--- config.mk ---
export PLATFORM = sky130hd
export DESIGN_NAME = timer_run_ctrl_flat
export DESIGN_NICKNAME = d
export VERILOG_FILES = /design/src/rtl/timer_run_ctrl_if.sv /design/src/rtl/timer_run_ctrl.sv /design/src/flat_wrapper.sv
export SDC_FILE = /design/constraint.sdc
export NUM_CORES = 1
export LEC_CHECK = 0
export ABC_AREA = 1
export ABC_CLOCK_PERIOD_IN_PS = 1200
export CAP_MARGIN = 20
export CORE_MARGIN = 5
export CORE_UTILIZATION = 41
export DETAILED_ROUTE_END_ITERATION = 10
export PLACE_DENSITY = 0.76
export SLEW_MARGIN = 0
export SYNTH_ARGS = -nofsm -noshare
export SYNTH_HDL_FRONTEND = slang
export SYNTH_SLANG_ARGS = --single-unit
--- constraint.sdc ---
create_clock -name clk -period 1.2 [get_ports clk]
set_input_delay 0.3 -clock clk [delete_from_list [all_inputs] [get_ports clk]]
set_output_delay 0.3 -clock clk [all_outputs]
set_load 0.02 [all_outputs]
--- src/rtl/timer_run_ctrl_if.sv ---
// Register-port bundle for timer_run_ctrl: write strobe, address, write data
// and the combinational read-back path.
interface timer_run_ctrl_if #(
    parameter int CW = 16
);
    logic          wr_en;
    logic [1:0]    addr;
    logic [CW-1:0] wdata;
    logic [CW-1:0] rd_data;

    modport master (output wr_en, output addr, output wdata, input rd_data);
    modport slave  (input wr_en, input addr, input wdata, output rd_data);
endinterface

--- src/rtl/timer_run_ctrl.sv ---
// Run/stop/reload sequencer and overflow/interrupt tracker for the 16-bit timer.
// Define TIMER_RUN_CTRL_CAPTURE_EN to add the intx input and the CAPTURE register.
module timer_run_ctrl #(
    parameter int CW     = 16,
    parameter int MISS_W = 8
) (
    input  logic                clk,
    input  logic                reset,
    timer_run_ctrl_if.slave     bus,
    input  logic [CW-1:0]       count,
    input  logic                irq_ack,
`ifdef TIMER_RUN_CTRL_CAPTURE_EN
    input  logic                intx,
`endif
    output logic                tr,
    output logic                c_t,
    output logic                gate,
    output logic                load,
    output logic [CW-1:0]       load_val,
    output logic                irq
);

    typedef enum logic [2:0] {
        S_IDLE,
        S_LOAD,
        S_RUN,
        S_RELOAD,
        S_DONE
    } state_t;

    state_t              state_q, state_d;
    logic [CW-1:0]       count_q;
    logic [CW-1:0]       reload_q;
    logic                c_t_q, gate_q, periodic_q, irq_en_q;
    logic                tf_q, irq_q, tr_q, load_q;
    logic [MISS_W-1:0]   miss_q;
    logic [CW-1:0]       capture_rd;
    logic [CW-1:0]       status;
    logic [CW-1:0]       ctrl_rd;

    logic ctrl_wr, start_w, stop_w, start_clr, ovf, cfg_open;

    assign ctrl_wr   = bus.wr_en && (bus.addr == 2'd0);
    assign stop_w    = ctrl_wr && bus.wdata[5];
    assign start_w   = ctrl_wr && bus.wdata[0] && !bus.wdata[5];
    assign start_clr = ctrl_wr && bus.wdata[0];
    assign cfg_open  = (state_q == S_IDLE) || (state_q == S_DONE);
    assign ovf       = (state_q == S_RUN) && (count_q == '1) && (count == '0);

    function automatic logic [1:0] state_code(input state_t s);
        case (s)
            S_IDLE:   state_code = 2'd0;
            S_LOAD:   state_code = 2'd1;
            S_RELOAD: state_code = 2'd1;
            S_RUN:    state_code = 2'd2;
            S_DONE:   state_code = 2'd3;
            default:  state_code = 2'd0;
        endcase
    endfunction

    always_comb begin
        state_d = state_q;
        case (state_q)
            S_IDLE:   if (start_w) state_d = S_LOAD;
            S_LOAD:   state_d = S_RUN;
            // STOP outranks a coincident wrap; the wrap still flags TF below
            S_RUN: begin
                if (stop_w)   state_d = S_IDLE;
                else if (ovf) state_d = periodic_q ? S_RELOAD : S_DONE;
            end
            S_RELOAD: state_d = S_RUN;
            S_DONE: begin
                if (stop_w)       state_d = S_IDLE;
                else if (start_w) state_d = S_LOAD;
            end
            default:  state_d = S_IDLE;
        endcase
    end

    always_ff @(posedge clk) begin
        if (reset) begin
            state_q <= S_IDLE;
            tr_q    <= 1'b0;
            load_q  <= 1'b0;
        end else begin
            state_q <= state_d;
            tr_q    <= (state_d == S_RUN);
            load_q  <= (state_d == S_LOAD) || (state_d == S_RELOAD);
        end
    end

    always_ff @(posedge clk) begin
        if (reset) begin
            count_q    <= '0;
            reload_q   <= '0;
            c_t_q      <= 1'b0;
            gate_q     <= 1'b0;
            periodic_q <= 1'b0;
            irq_en_q   <= 1'b0;
            tf_q       <= 1'b0;
            miss_q     <= '0;
            irq_q      <= 1'b0;
        end else begin
            count_q <= count;
            if (bus.wr_en && (bus.addr == 2'd1)) reload_q <= bus.wdata;
            if (ctrl_wr) begin
                irq_en_q <= bus.wdata[4];
                if (cfg_open) begin
                    c_t_q      <= bus.wdata[1];
                    gate_q     <= bus.wdata[2];
                    periodic_q <= bus.wdata[3];
                end
            end
            // a wrap coincident with irq_ack keeps TF set
            if (ovf)          tf_q <= 1'b1;
            else if (irq_ack) tf_q <= 1'b0;
            if (start_clr)
                miss_q <= '0;
            else if (ovf && tf_q && (miss_q != '1))
                miss_q <= miss_q + MISS_W'(1);
            irq_q <= tf_q & irq_en_q;
        end
    end

`ifdef TIMER_RUN_CTRL_CAPTURE_EN
    logic          intx_q, intx_prev_q;
    logic [CW-1:0] capture_q;

    always_ff @(posedge clk) begin
        if (reset) begin
            intx_q      <= 1'b0;
            intx_prev_q <= 1'b0;
            capture_q   <= '0;
        end else begin
            intx_q      <= intx;
            intx_prev_q <= intx_q;
            if ((state_q == S_RUN) && intx_q && !intx_prev_q) capture_q <= count;
        end
    end

    assign capture_rd = capture_q;
`else
    assign capture_rd = '0;
`endif

    always_comb begin
        status                 = '0;
        status[0]              = tf_q;
        status[1]              = !cfg_open;
        status[3:2]            = state_code(state_q);
        status[8 +: MISS_W]    = miss_q;
        ctrl_rd                = '0;
        ctrl_rd[1]             = c_t_q;
        ctrl_rd[2]             = gate_q;
        ctrl_rd[3]             = periodic_q;
        ctrl_rd[4]             = irq_en_q;
    end

    always_comb begin
        bus.rd_data = '0;
        case (bus.addr)
            2'd0:    bus.rd_data = ctrl_rd;
            2'd1:    bus.rd_data = reload_q;
            2'd2:    bus.rd_data = status;
            2'd3:    bus.rd_data = capture_rd;
            default: bus.rd_data = '0;
        endcase
    end

    assign tr       = tr_q;
    assign load     = load_q;
    assign load_val = reload_q;
    assign c_t      = c_t_q;
    assign gate     = gate_q;
    assign irq      = irq_q;

endmodule

--- src/flat_wrapper.sv ---
// flat-port wrapper written by rule: the top's interface ports become plain ports
module timer_run_ctrl_flat 
#(
    parameter int CW     = 16,
    parameter int MISS_W = 8
)
  (clk, reset, count, irq_ack, tr, c_t, gate, load, load_val, irq, bus_wr_en, bus_addr, bus_wdata, bus_rd_data);
  timer_run_ctrl_if #(.CW(CW)) bus_i ();
  input  logic clk;
  input  logic reset;
  input  logic [CW-1:0] count;
  input  logic irq_ack;
  output logic tr;
  output logic c_t;
  output logic gate;
  output logic load;
  output logic [CW-1:0] load_val;
  output logic irq;
  input wire logic [$bits(bus_i.wr_en)-1:0] bus_wr_en;
  input wire logic [$bits(bus_i.addr)-1:0] bus_addr;
  input wire logic [$bits(bus_i.wdata)-1:0] bus_wdata;
  output wire logic [$bits(bus_i.rd_data)-1:0] bus_rd_data;
  assign bus_i.wr_en = bus_wr_en;
  assign bus_i.addr = bus_addr;
  assign bus_i.wdata = bus_wdata;
  assign bus_rd_data = bus_i.rd_data;
  timer_run_ctrl #(.CW(CW), .MISS_W(MISS_W)) u_core (.clk(clk), .reset(reset), .bus(bus_i), .count(count), .irq_ack(irq_ack), .tr(tr), .c_t(c_t), .gate(gate), .load(load), .load_val(load_val), .irq(irq));
endmodule
==> flow_summary_export.csv <==
group,metric,value,unit
power,irDropWorstVdd,1150,µV
floorplan,io_pins,75,
timing,rsz0062_at_grt,"true",
floorplan,die_h,84.3,µm
cells_and_area,antenna_cells,0,
cells_and_area,syn_to_final_growth,106,%
grt,grt_pass1_wl,14.8,mm
floorplan,initial_core_util,0.416,
cells_and_area,final_common_cell,"buf_4",
synth,synthCells,320,
placed_design,port_buffers,74,
synth,synth_area_leaders,"dfxtp_1 45%, inv_1 9.6%, nand2_1 7.5%",
min_path,hold_path_end,"u_core.count_q[12]$_SDFF_PP0_",
timing,fin_setup_tns,-8.72,ns
cts,path_clk_slew,0.10,ns
cts,clockRootBuffer,"clkbuf_8",
worst_setup_path,crit_type,"flip-flop to output port",
power,leakagePower,2.02,nW
power,power,3.76,mW
worst_setup_path,slowest_delay,0.36,ns
grt,grt_pass1_vias,3077,
routing,wl_per_cell,21.1,µm
floorplan,dieWidth,84.3,µm
placed_design,dp_hpwl,5.53,mm
timing,timing.final.ws_setup,-0.459,ns
cts,clock_latency,0.34,ns
grt,grt_max_degree,25,
flow_run,cap_violations,0,
worst_setup_path,r2r_start,"u_core.state_q[2]$_SDFF_PP0_",
timing,tightest_slew,0.415,ns
cts,cts_buffers,5,
cts,cts_tree,"done",
routing,drt-pass1-iter-count,6,
synth,netlist_area,2260,µm²
synth,ys_ff_latch,51,
timing,finalCriticalPeriod,1.66,ns
timing,clock_skew,0.0111,ns
timing,setup_viol,48,
routing,drc,0,
floorplan,core_area,5440,µm²
worst_setup_path,critPathMaxFanout,3,
cells_and_area,nNetsFinal,532,
routing,drtIter0Drc,332,
worst_setup_path,path_cells,"buf_6 -> nand2_4 -> inv_4 -> o21ai_2 -> o221ai_2 -> buf_4",
power,p_int,2.61,mW
placed_design,gp_congestion,0.877,
cts,clockBufferDepth,2,
min_path,worstHoldPathType,"input port to flip-flop",
worst_setup_path,worst-path-buf-inv,3,
synth,synth_nets,359,
cts,cts_sinks,51,
outcome,status,"finished, violations left",
worst_setup_path,critPathRequiredTime,0.90,ns
synth,ys_seq_area_frac,0.451,
cts,h-tree-depth,2,
floorplan,dieArea,7110,µm²
routing,via_per_inst,5.63,
routing,vias,3187,
cells_and_area,drive_gt1_frac,0.583,
worst_setup_path,crit_path_start,"u_core.state_q[1]$_SDFF_PP0_",
routing,postRouteAntennaNets,0,
synth,yosys.area.top_type,"dfxtp_1",
outcome,violations,"setup timing",
timing,hold_viol,0,
cells_and_area,utilization,0.857,
min_path,worstHoldPathCells,3,
power,p_switching,1.15,mW
grt,antenna_found_initial,0,
timing,maxSlewHeadroom,0.721,
worst_setup_path,reg2reg_depth,10,
power,clkPwrFrac,0.292,
power,switching_share,0.306,
grt,grt-ovfl-total,0,
timing,clock.fmax,0.603,GHz
floorplan,rows,27,
synth,synth_cell_type_count,23,
power,power.density,807,nW/µm²
routing,finalWirelength,12.0,mm
worst_setup_path,r2r-end,"u_core.tr$_SDFF_PP0_",
worst_setup_path,crit_arrival,1.36,ns
worst_setup_path,end_kind,"output port",
worst_setup_path,regToRegSetupSlack,-0.43,ns
power,pwr-share-comb,0.229,
synth,synth_top_area_frac,0.451,
synth,yosysWarnings,0,
min_path,hp-start,"count[12]",
timing,finalCritPeriodShare,1.38,
synth,avgSynthCellArea,7.07,µm²
timing,slew_viol_final,0,
worst_setup_path,startpoint_type,"flip-flop",
worst_setup_path,cp_slowest_cell,"dfxtp_2",
worst_setup_path,cp_top_family,"flip-flops",
cells_and_area,layout_common_cells,"66 x buf_4, 62 x buf_6, 32 x nand2_1",
grt,grt_use_total,0.259,
power,seqPwrFrac,0.480,
-- cell usage after synthesis --
master and instances:
o21ai_1 2, o221ai_1 3, inv_1 58, nand3_1 11, nand2_4 1, nor2_2 6, clkbuf_1 8, nand3_2 2
inv_2 1, nand4_1 12, ha_1 1, clkinv_1 1, xor2_1 4, nor3_1 3, nand2_2 1, or2_2 1
nor2_4 1, dfxtp_1 51, o21ai_0 23, nor2_1 45, a21oi_1 30, nand2_1 45, o22ai_1 10
-- power groups by stage --
stage                     Clock, mW  Combinational, mW  Sequential [mW]
after global placement            0              0.653             1.82
after global routing           1.16              0.895             1.81
after detailed placement          0              0.668             1.82
final                          1.10              0.861             1.81
after floorplan                   0              0.225             1.86
after CTS                      1.05              0.748             1.80
-- metal layers --
| layer | vias up | track usage | wire, µm |
|---|---|---|---|
| met5 | - | 0 | 0 |
| met4 | 0 | 0.130 | 821 |
| met3 | 81 | 0.0805 | 1020 |
| met2 | 239 | 0.451 | 5890 |
| met1 | 1484 | 0.284 | 4210 |
| li1 | 1383 | - | - |
-- worst reg2reg max path: cells and delay by family, from the launching register on --
kind / cells / cell delay [ns]
buffers and inverters: 1 / 0.14
flip-flops: 1 / 0.38
AND/OR/NAND/NOR: 9 / 1.06
-- area by class of cell --
| cell class | count | area [µm²] |
|---|---|---|
| timing repair buffer | 174 | 1720 |
| tap | 72 | 90.1 |
| fill | 229 | 776 |
| clock inverter | 3 | 23.8 |
| sequential | 51 | 1070 |
| multi-input combinational | 201 | 1430 |
| inverter | 60 | 253 |
| clock buffer | 5 | 68.8 |
-- through the flow --
step,hold WS [ns],area (µm²),setup slack [ns],cells
floorplan,0.369,2480,-0.0637,320
global placement,0.478,3890,-1.08,535
detailed placement,0.485,3890,-1.12,535
CTS,0.349,4310,-0.403,553
global route,0.246,4660,-0.573,566
finish,0.242,4660,-0.459,566
-- how the worst max path moves through the flow --
stage,end,slack (ns),cells past startpoint
after CTS,bus_rd_data[3],-0.40,6
after floorplan,bus_rd_data[2],-0.06,6
after detailed placement,bus_rd_data[13],-1.12,7
after global routing,u_core.tr$_SDFF_PP0_,-0.57,10
after global placement,bus_rd_data[0],-1.08,7
final,bus_rd_data[3],-0.46,6
-- logic make-up (layout without fill, tap and decap cells) --
group                    Yosys count  in the layout  share of synthesized area
buffers and inverters             68            242                      0.113
adder cells (fa/ha/maj)            1              1                    0.00553
XOR/XNOR                           4              4                     0.0155
AND/OR/NAND/NOR                  128            128                      0.254
AO/OA/AOI/OAI                     68             68                      0.161
flip-flops                        51             51                      0.451
-- sequential cells by signal (all words and copies together) (netlist names) --
register,cells
u_core.c_t,1
u_core.count_q,16
u_core.gate,1
u_core.irq,1
u_core.irq_en_q,1
u_core.load,1
u_core.load_val,16
u_core.miss_q,8
u_core.periodic_q,1
u_core.state_q,3
u_core.tf_q,1
u_core.tr,1
-- what timing repair did --
action / in CTS / in global routing
hold buffers: 0 / 0
gates cloned: 1 / 0
pin swaps: 25 / 38
resized for setup: 328 / 94
buffers inserted: 9 / 18
endpoints found under the setup margin: 71 / 67
(Power assumes the default switching activity.)
